<file path="src/rtl/ctx_seq_pkg.sv">
// Shared definitions for the context-memory command sequencer:
// FSM encodings, the NOP opcode and the context_cmd field layout.
package ctx_seq_pkg;

  localparam int unsigned CMD_W        = 8;
  localparam int unsigned CMD_ADDR_MSB = 7;
  localparam int unsigned CMD_ADDR_LSB = 4;
  localparam int unsigned CMD_OP_MSB   = 3;
  localparam int unsigned CMD_OP_LSB   = 0;

  localparam logic [1:0] ST_IDLE = 2'd0;
  localparam logic [1:0] ST_REQ  = 2'd1;
  localparam logic [1:0] ST_GAP  = 2'd2;

  localparam logic [3:0] CTX_OP_NOP = 4'h0;

  function automatic logic [3:0] cmd_addr(input logic [CMD_W-1:0] cmd);
    return cmd[CMD_ADDR_MSB:CMD_ADDR_LSB];
  endfunction

  function automatic logic [3:0] cmd_op(input logic [CMD_W-1:0] cmd);
    return cmd[CMD_OP_MSB:CMD_OP_LSB];
  endfunction

endpackage

</file>
<file path="src/rtl/ctx_seq_fifo.sv">
// DEPTH x CMD_W synchronous FIFO; a push into a full queue is accepted
// only when a pop happens in the same cycle.
module ctx_seq_fifo
  import ctx_seq_pkg::*;
#(
  parameter int unsigned DEPTH = 4
) (
  input  logic                     clk,
  input  logic                     rst_n,
  input  logic                     push,
  input  logic [CMD_W-1:0]         push_data,
  input  logic                     pop,
  output logic [CMD_W-1:0]         head,
  output logic [$clog2(DEPTH):0]   level,
  output logic [$clog2(DEPTH):0]   level_nxt,
  output logic                     full,
  output logic                     empty
);

  localparam int unsigned AW = $clog2(DEPTH);
  localparam logic [AW:0] DEPTH_L = (AW+1)'(DEPTH);

  logic [CMD_W-1:0] mem_q [DEPTH];
  logic [AW-1:0]    wr_ptr_q, wr_ptr_d;
  logic [AW-1:0]    rd_ptr_q, rd_ptr_d;
  logic [AW:0]      level_q, level_d;
  logic             do_push, do_pop;

  always_comb begin
    do_pop   = pop && (level_q != '0);
    do_push  = push && ((level_q < DEPTH_L) || do_pop);
    wr_ptr_d = wr_ptr_q;
    rd_ptr_d = rd_ptr_q;
    level_d  = level_q;
    // Power-of-two depth: pointers wrap by natural overflow.
    if (do_push) wr_ptr_d = wr_ptr_q + 1'b1;
    if (do_pop)  rd_ptr_d = rd_ptr_q + 1'b1;
    case ({do_push, do_pop})
      2'b10:   level_d = level_q + 1'b1;
      2'b01:   level_d = level_q - 1'b1;
      default: level_d = level_q;
    endcase
  end

  always_ff @(posedge clk or negedge rst_n) begin
    if (!rst_n) begin
      wr_ptr_q <= '0;
      rd_ptr_q <= '0;
      level_q  <= '0;
    end else begin
      wr_ptr_q <= wr_ptr_d;
      rd_ptr_q <= rd_ptr_d;
      level_q  <= level_d;
    end
  end

  always_ff @(posedge clk) begin
    if (do_push) mem_q[wr_ptr_q] <= push_data;
  end

  assign head      = mem_q[rd_ptr_q];
  assign level     = level_q;
  assign level_nxt = level_d;
  assign full      = (level_q == DEPTH_L);
  assign empty     = (level_q == '0);

endmodule

</file>
<file path="src/rtl/context_seq.sv">
// Command sequencer: queues context_en/context_cmd strobes and replays them
// to the context-memory port over req/ack with a timeout and sticky errors.
module context_seq
  import ctx_seq_pkg::*;
#(
  parameter int unsigned DEPTH   = 4,
  parameter int unsigned TIMEOUT = 15
) (
  input  logic                   sys_clk,
  input  logic                   sys_rst_n,
  input  logic                   context_en,
  input  logic [7:0]             context_cmd,
  output logic                   ctx_req,
  output logic [3:0]             ctx_addr,
  output logic [3:0]             ctx_op,
  input  logic                   ctx_ack,
  output logic                   busy,
  output logic [$clog2(DEPTH):0] q_level,
  output logic                   overflow,
  output logic                   timeout_err,
  input  logic                   err_clr
);

  localparam logic [7:0] TMO = 8'(TIMEOUT);

  logic [1:0]             state_q, state_d;
  logic [7:0]             cnt_q, cnt_d;
  logic [3:0]             addr_q, addr_d;
  logic [3:0]             op_q, op_d;
  logic                   req_q, req_d;
  logic                   busy_q, busy_d;
  logic                   ovf_q, ovf_d;
  logic                   tmo_q, tmo_d;

  logic                   pop;
  logic                   tmo_set;
  logic                   drop;
  logic [CMD_W-1:0]       head;
  logic [$clog2(DEPTH):0] level_nxt;
  logic                   fifo_full;
  logic                   fifo_empty;

  ctx_seq_fifo #(.DEPTH(DEPTH)) u_fifo (
    .clk       (sys_clk),
    .rst_n     (sys_rst_n),
    .push      (context_en),
    .push_data (context_cmd),
    .pop       (pop),
    .head      (head),
    .level     (q_level),
    .level_nxt (level_nxt),
    .full      (fifo_full),
    .empty     (fifo_empty)
  );

  // Pop only happens on a non-empty queue, so full with no pop means a drop.
  assign drop = context_en && fifo_full && !pop;

  always_comb begin
    state_d = state_q;
    cnt_d   = cnt_q;
    addr_d  = addr_q;
    op_d    = op_q;
    req_d   = 1'b0;
    pop     = 1'b0;
    tmo_set = 1'b0;
    case (state_q)
      ST_IDLE: begin
        if (!fifo_empty) begin
          pop = 1'b1;
          if (cmd_op(head) != CTX_OP_NOP) begin
            addr_d  = cmd_addr(head);
            op_d    = cmd_op(head);
            cnt_d   = 8'd1;
            req_d   = 1'b1;
            state_d = ST_REQ;
          end
        end
      end
      ST_REQ: begin
        // cnt_q is the number of REQ cycles including the one being sampled.
        if (ctx_ack) begin
          state_d = ST_GAP;
        end else if (cnt_q == TMO) begin
          tmo_set = 1'b1;
          state_d = ST_GAP;
        end else begin
          cnt_d = cnt_q + 8'd1;
          req_d = 1'b1;
        end
      end
      ST_GAP:  state_d = ST_IDLE;
      default: state_d = ST_IDLE;
    endcase

    busy_d = (state_d != ST_IDLE) || (level_nxt != '0);
    ovf_d  = drop || (ovf_q && !err_clr);
    tmo_d  = tmo_set || (tmo_q && !err_clr);
  end

  always_ff @(posedge sys_clk or negedge sys_rst_n) begin
    if (!sys_rst_n) begin
      state_q <= ST_IDLE;
      cnt_q   <= '0;
      addr_q  <= '0;
      op_q    <= '0;
      req_q   <= 1'b0;
      busy_q  <= 1'b0;
      ovf_q   <= 1'b0;
      tmo_q   <= 1'b0;
    end else begin
      state_q <= state_d;
      cnt_q   <= cnt_d;
      addr_q  <= addr_d;
      op_q    <= op_d;
      req_q   <= req_d;
      busy_q  <= busy_d;
      ovf_q   <= ovf_d;
      tmo_q   <= tmo_d;
    end
  end

  assign ctx_req     = req_q;
  assign ctx_addr    = addr_q;
  assign ctx_op      = op_q;
  assign busy        = busy_q;
  assign overflow    = ovf_q;
  assign timeout_err = tmo_q;

endmodule

</file>
<file path="config.mk">
export PLATFORM = sky130hd
export DESIGN_NAME = context_seq
export DESIGN_NICKNAME = d
export VERILOG_FILES = /design/src/rtl/ctx_seq_pkg.sv /design/src/rtl/ctx_seq_fifo.sv /design/src/rtl/context_seq.sv
export SDC_FILE = /design/constraint.sdc
export NUM_CORES = 1
export LEC_CHECK = 0
export ABC_AREA = 1
export CORE_ASPECT_RATIO = 0.7
export CORE_MARGIN = 2
export CORE_UTILIZATION = 40
export DETAILED_ROUTE_END_ITERATION = 10
export SYNTH_ARGS = -nofsm -noshare
export SYNTH_HDL_FRONTEND = slang
export SYNTH_SLANG_ARGS = --single-unit
</file>
<file path="constraint.sdc">
create_clock -name sys_clk -period 6.3 [get_ports sys_clk]
set_input_delay 0.63 -clock sys_clk [delete_from_list [all_inputs] [get_ports sys_clk]]
set_output_delay 0.63 -clock sys_clk [all_outputs]
set_load 0.02 [all_outputs]
</file>
==> flow_summary.yaml, run 1 <==
global_route:
  grt_use_total_pct: 15.4
  antenna_found_initial: 0
  grt_pass1_vias: 1661
  gr-total-overflow: 0
  grt_pass1_wl_mm: 8.28
  grt_max_degree: 30
yosys:
  synth_top_family_by_area: "simple AND/OR/NAND/NOR gates"
  synth-simple-area-share_pct: 18.9
  muxShareOfSynthArea_pct: 0.381
  syn-cell-area_um2: 2630
  yosysWarnings: 0
  syn_nets: 265
  ys_ff_latch: 61
  synth_area_leaders: "edfxtp_1 (37%), dfrtp_1 (28%), nand2_1 (8.4%)"
  netlist.top_cell.by_area: "edfxtp_1"
  netlist_instances: 245
  synth_fa_ha_area_share_pct: 3.62
  syn_avg_cell_area_um2: 10.7
  synthXorXnorAreaFrac_pct: 2.67
  synth_cell_types: 27
  ys_seq_area_share_pct: 64.2
  synth_compound_area_share_pct: 5.09
  synth.top_cell.area_share_pct: 36.6
clock_network:
  tritoncts: "done"
  clk_latency_ps: 330
  cts_buffer_depth: 2
  root_buffer: "clkbuf_8"
  cts-resized-gates: 0
  cts_htree_levels: 3
  clkSinkCount: 61
  clk_pin_slew_ps: 70
  cts_setup_buffers: 0
  hold_buffers: 0
  cts_buffers: 9
drt:
  via_count: 1749
  drc: 0
  wl_per_cell_um: 13.7
  drtPass1Iterations: 4
  ant_nets: 0
  viasPerCell: 4.84
  drt_iter0_drc: 120
  drt_wl_total_mm: 4.94
status:
  status: "finished clean"
sta:
  grt_setup_unrepaired: "no"
  fin_crit_ps: 2350
  setup_viol: 0
  worstMarginPinSlew_ps: 814
  tns_ps: 0
  fmaxAchievable_mhz: 426
  finalCritPeriodShare_pct: 37.3
  finalHoldViolCount: 0
  slew_headroom_pct: 45.6
  layout_setup_ws_ps: 3950
  fin_skew_ps: 14.2
  slew_violations: 0
place:
  portBuffers: 27
  hpwl_mm: 3.38
  pre_cts_ws_ps: 3620
  dpl.cell_count: 345
  gp_congestion: 0.831
final_layout:
  layout-drive-gt1-share_pct: 8.48
  final_common_cell: "nand2_1"
  finalNonFillerCells: 361
  nets: 298
  final_cell_mix: "nand2_1 (59), edfxtp_1 (32), nor2_1 (29), dfrtp_1 (29), clkdlybuf4s50_1 (27)"
  areaGrowthSynthToFinish_pct: 19.6
  fill_cells: 571
  diodes: 0
setup_path:
  critical_path.top_delay_family: "adder cells"
  r2r_start: "state_q[0]"
  cp-startpoint: "context_en"
  cp.required_ps: 6490
  crit_fanout: 8
  crit_path_end_kind: "flop"
  cp.arrival_ps: 2540
  cpMaxStageDelayCell: "clkdlybuf4s50_1"
  crit_buf_inv: 1
  crit_chain: "clkdlybuf4s50_1 -> nand2_1 -> ha_1 -> fa_1 -> a21oi_1 -> o21ai_0 -> xor2_1 -> nand3b_1"
  crit_type: "in -> reg"
  cp_slowest_stage_delay_ps: 470
  crit_path_start_kind: "primary input"
floorplan:
  die_x_um: 101
  ios: 28
  dieHeight_um: 71.8
  die-area_um2: 7250
  core_area_um2: 6280
  initial_core_util_pct: 41.9
  placementRows: 24
job:
  drv_cap: 0
power_and_ir_drop:
  p_leak_nw: 1.31
  p_per_area_nw_per_um2: 490
  irDropWorstVdd_v: 0.000249
worst_hold_path:
  min-delay-start: "ctx_op[0]"
  hp-class: "reg -> reg"
[synth_stat cells]
cell / instances
inv_1: 19
o21ai_1: 1
nand3_2: 1
ha_1: 6
o21ai_0: 12
xnor2_1: 2
inv_2: 1
nor3b_1: 1
nor2_1: 29
nor3_1: 2
dfrtp_1: 29
nand2_1: 59
nand3_1: 19
nand2_2: 5
buf_4: 2
o21ai_4: 1
buf_6: 3
a21oi_1: 3
o22ai_1: 6
inv_4: 1
nand4_1: 1
mux2i_1: 1
nand3b_1: 1
edfxtp_1: 32
fa_1: 1
buf_2: 1
xor2_1: 6
[final cells by class]
cell class / instances / area, um^2 / area share (%)
Clock buffer: 11 / 141 / 4.50
Clock inverter: 5 / 51.3 / 1.63
Inverter: 21 / 81.3 / 2.59
Multi-Input combinational cell: 157 / 807 / 25.7
Sequential cell: 61 / 1690 / 53.7
Tap cell: 78 / 97.6 / 3.11
Timing Repair Buffer: 28 / 278 / 8.84
[final timing paths]
path / depth (start not counted) / endpoint / slack, ps
worst max register to register: 9 / busy / 3960
max in group asynchronous: 2 / cnt_q[4] / 5330
worst max-delay path: 8 / busy / 3950
worst min-delay path: 2 / ctx_op[0] / 500
worst min register to register: 2 / ctx_op[0] / 500
min in group asynchronous: 2 / ctx_op[2] / 690
[routing by layer]
metal / vias to the layer above / part of all wire, % / track usage [%]
met5: - / 0 / 0
met4: 0 / 0.12 / 3.15
met3: 2 / 5.3 / 6.44
met2: 41 / 42 / 21.2
met1: 830 / 53 / 22.8
li1: 876 / - / -
[per-stage QoR]
| step | util (%) | power [mW] | hold slack, ps | area (um^2) |
|---|---|---|---|---|
| after detailed placement | 47.0 | 1.22 | 475 | 2950 |
| final | 50.1 | 1.54 | 498 | 3140 |
| after global routing | 50.1 | 1.67 | 544 | 3140 |
| after floorplan | - | 1.04 | 334 | 2630 |
| after global placement | 47.0 | 1.21 | 478 | 2950 |
| after CTS | 50.1 | 1.56 | 498 | 3140 |
[power breakdown]
group          total (mW)  switching, mW  internal [mW]
clock network       0.335          0.144          0.191
registers           0.618         0.0838          0.535
logic               0.587          0.367          0.220
total                1.54          0.595          0.945
[worst min-delay path, cell delays in order, from the launching register on]
cell	delay, ps
dfrtp_1	340
nand2_1	50
o21ai_1	60
[state kept, by name (all words and copies together) (netlist names)]
register and flops:
u_fifo.mem_q 32, u_fifo.rd_ptr_q 2, busy 1, u_fifo.wr_ptr_q 2, ctx_op 4, cnt_q 8, u_fifo.level 3, ctx_addr 4
overflow 1, state_q 2, ctx_req 1, timeout_err 1
[kinds of logic (layout without fill, tap and decap cells)]
group | Yosys count | after routing
xor gates and xnor gates | 8 | 8
AOI/OAI and AO/OA | 23 | 23
buffers and inverters | 27 | 65
and+or+nand+nor | 118 | 118
DFF | 61 | 61
muxes | 1 | 1
adders and majority gates | 7 | 7
Power figures use the tool's default switching activity.
==> run 2, diff against run 1 <==
==> constraint.sdc (replaced) <==
create_clock -name sys_clk -period 1.98 [get_ports sys_clk]
set_input_delay 0.198 -clock sys_clk [delete_from_list [all_inputs] [get_ports sys_clk]]
set_output_delay 0.198 -clock sys_clk [all_outputs]
set_load 0.02 [all_outputs]
==> run 2 against run 1 <==
Clock skew down 6.1 ps. Sequential power rose to 3.1 times the previous value. Die area unchanged. Design area up 5.1%. First-iteration DRC count down 30%. Highest routed layer unchanged.
==> flow_summary.yaml, run 2 (synthesis gave the netlist of run 1 again) <==
final_layout:
  finalNonFillerCells: 379
  final_common_cell: "nand2_1"
  areaGrowthSynthToFinish_pct: 25.6
  nets: 316
  fill_cells: 556
  final_util_pct: 52.6
  layout-drive-gt1-share_pct: 16.9
  final_cell_mix: "nand2_1 (57), edfxtp_1 (32), dfrtp_1 (28)"
  top_regs: "u_fifo.mem_q x32, cnt_q x8"
  regMostFlops: "u_fifo.mem_q"
  fin_area_um2: 3300
  diodes: 0
  largest_reg_flops: 32
floorplan:
  ios: 28
  placementRows: 24
  core_area_um2: 6280
  die_x_um: 101
  initial_core_util_pct: 41.9
  dieHeight_um: 71.8
  die-area_um2: 7250
setup_path:
  crit_path_end_kind: "flop"
  crit_path_start_kind: "flop"
  crit_buf_inv: 2
  cp.required_ps: 2190
  crit_chain: "nor2_2 -> inv_2 -> a21oi_4 -> ha_4 -> fa_2 -> mux2i_1 -> inv_1 -> nor3_2 -> nand3b_1"
  rrSetupSlack_ps: 20
  cpMaxStageDelayCell: "fa_2"
  cp.arrival_ps: 2170
  crit_type: "reg -> reg"
  crit_fanout: 3
  cp_slowest_stage_delay_ps: 440
  critical_path.top_delay_family: "adder cells"
drt:
  viasPerCell: 4.68
  drt_iter0_drc: 84
  wl_per_cell_um: 13.7
  drtPass1Iterations: 4
  via_count: 1774
  ant_nets: 0
  drc: 0
  drt_wl_total_mm: 5.17
global_route:
  grt_max_degree: 30
  gr-total-overflow: 0
  antenna_found_initial: 0
  grt_pass1_wl_mm: 8.16
  grt_use_total_pct: 15.3
  grt_pass1_vias: 1621
sta:
  fmaxAchievable_mhz: 511
  finalHoldViolCount: 0
  setup_viol: 0
  worst_hold_slack_ps: 270
  slew_headroom_pct: 74.7
  grt_setup_unrepaired: "yes"
  worstMarginPinSlew_ps: 379
  finalCritPeriodShare_pct: 98.9
  fin_skew_ps: 8.12
  fin_crit_ps: 1960
  slew_violations: 0
power_and_ir_drop:
  swShare_pct: 38.5
  seq_power_share_pct: 36.8
  internal-power_mw: 3.19
  combPwrFrac_pct: 45.6
  p_leak_nw: 1.39
  p_sw_mw: 1.99
  p_per_area_nw_per_um2: 1570
  irDropWorstVdd_v: 0.000790
  power_mw: 5.18
  p_clk_share_pct: 17.6
place:
  postPlaceCellArea_um2: 3080
  gp_congestion: 0.816
  hpwl_mm: 3.59
  dpl.cell_count: 361
  portBuffers: 27
clock_network:
  root_buffer: "clkbuf_8"
  cts_buffer_depth: 2
  tritoncts: "done"
  clk_pin_slew_ps: 60
  clkSinkCount: 61
  cts_buffers: 9
  hold_buffers: 0
  clk_latency_ps: 330
  cts_htree_levels: 3
status:
  status: "finished clean"
job:
  drv_cap: 0
worst_hold_path:
  hp-class: "in -> async"
==> run 2: final cells by class <==
| class | count | area, um^2 | area share (%) |
|---|---|---|---|
| clock buffer | 13 | 149 | 4.51 |
| clock inverter | 3 | 12.5 | 0.379 |
| inverter | 21 | 81.3 | 2.46 |
| multi-input combinational | 157 | 861 | 26.1 |
| sequential | 61 | 1690 | 51.1 |
| tap | 78 | 97.6 | 2.96 |
| timing repair buffer | 46 | 413 | 12.5 |
==> run 2: final timing paths <==
check | startpoint | to | depth (start not counted)
worst max-delay path | state_q[0] | busy | 9
worst min-delay path | sys_rst_n | cnt_q[0] | 2
worst max register to register | state_q[0] | busy | 9
worst min register to register | ctx_op[3] | ctx_op[3] | 2
max in group asynchronous | sys_rst_n | u_fifo.level[0] | 2
min in group sys_clk | err_clr | overflow | 2
==> run 2: layer usage <==
metal | part of all wire (%) | vias to the layer above | global-route usage [%]
met5 | 0 | - | 0
met4 | 0.56 | 0 | 4.95
met3 | 4.5 | 4 | 6.34
met2 | 43 | 34 | 21.1
met1 | 52 | 821 | 21.9
li1 | - | 915 | -
==> run 2: metrics by stage <==
stage | setup WS (ps) | setup TNS [ps]
4_1_cts | 11.0 | 0
3_5_place_dp | -105 | -105
6_report | 22.1 | 0
2_1_floorplan | 4.73 | 0
5_1_grt | -96.1 | -96.1
3_3_place_gp | -40.2 | -40.2
==> run 2: power groups by stage <==
stage	Combinational (mW)	Sequential, mW	Clock (mW)
global placement	2.16	1.93	0
finish	2.36	1.91	0.912
global route	2.61	1.94	1.01
detailed placement	2.20	1.93	0
CTS	2.24	1.91	0.942
floorplan	1.29	2.03	0
==> run 2: repair_timing <==
item | 4_1_cts | 5_1_grt
setup buffers | 0 | 2
resized for setup | 4 | 9
setup endpoints to repair | 1 | 1
pin swaps | 2 | 6
==> run 2: worst register-to-register path: stages (launching register included) <==
cell	delay, ps
dfrtp_1	390
nor2_2	130
inv_2	60
a21oi_4	160
ha_4	180
fa_2	440
mux2i_1	130
inv_1	80
nor3_2	180
nand3b_1	90
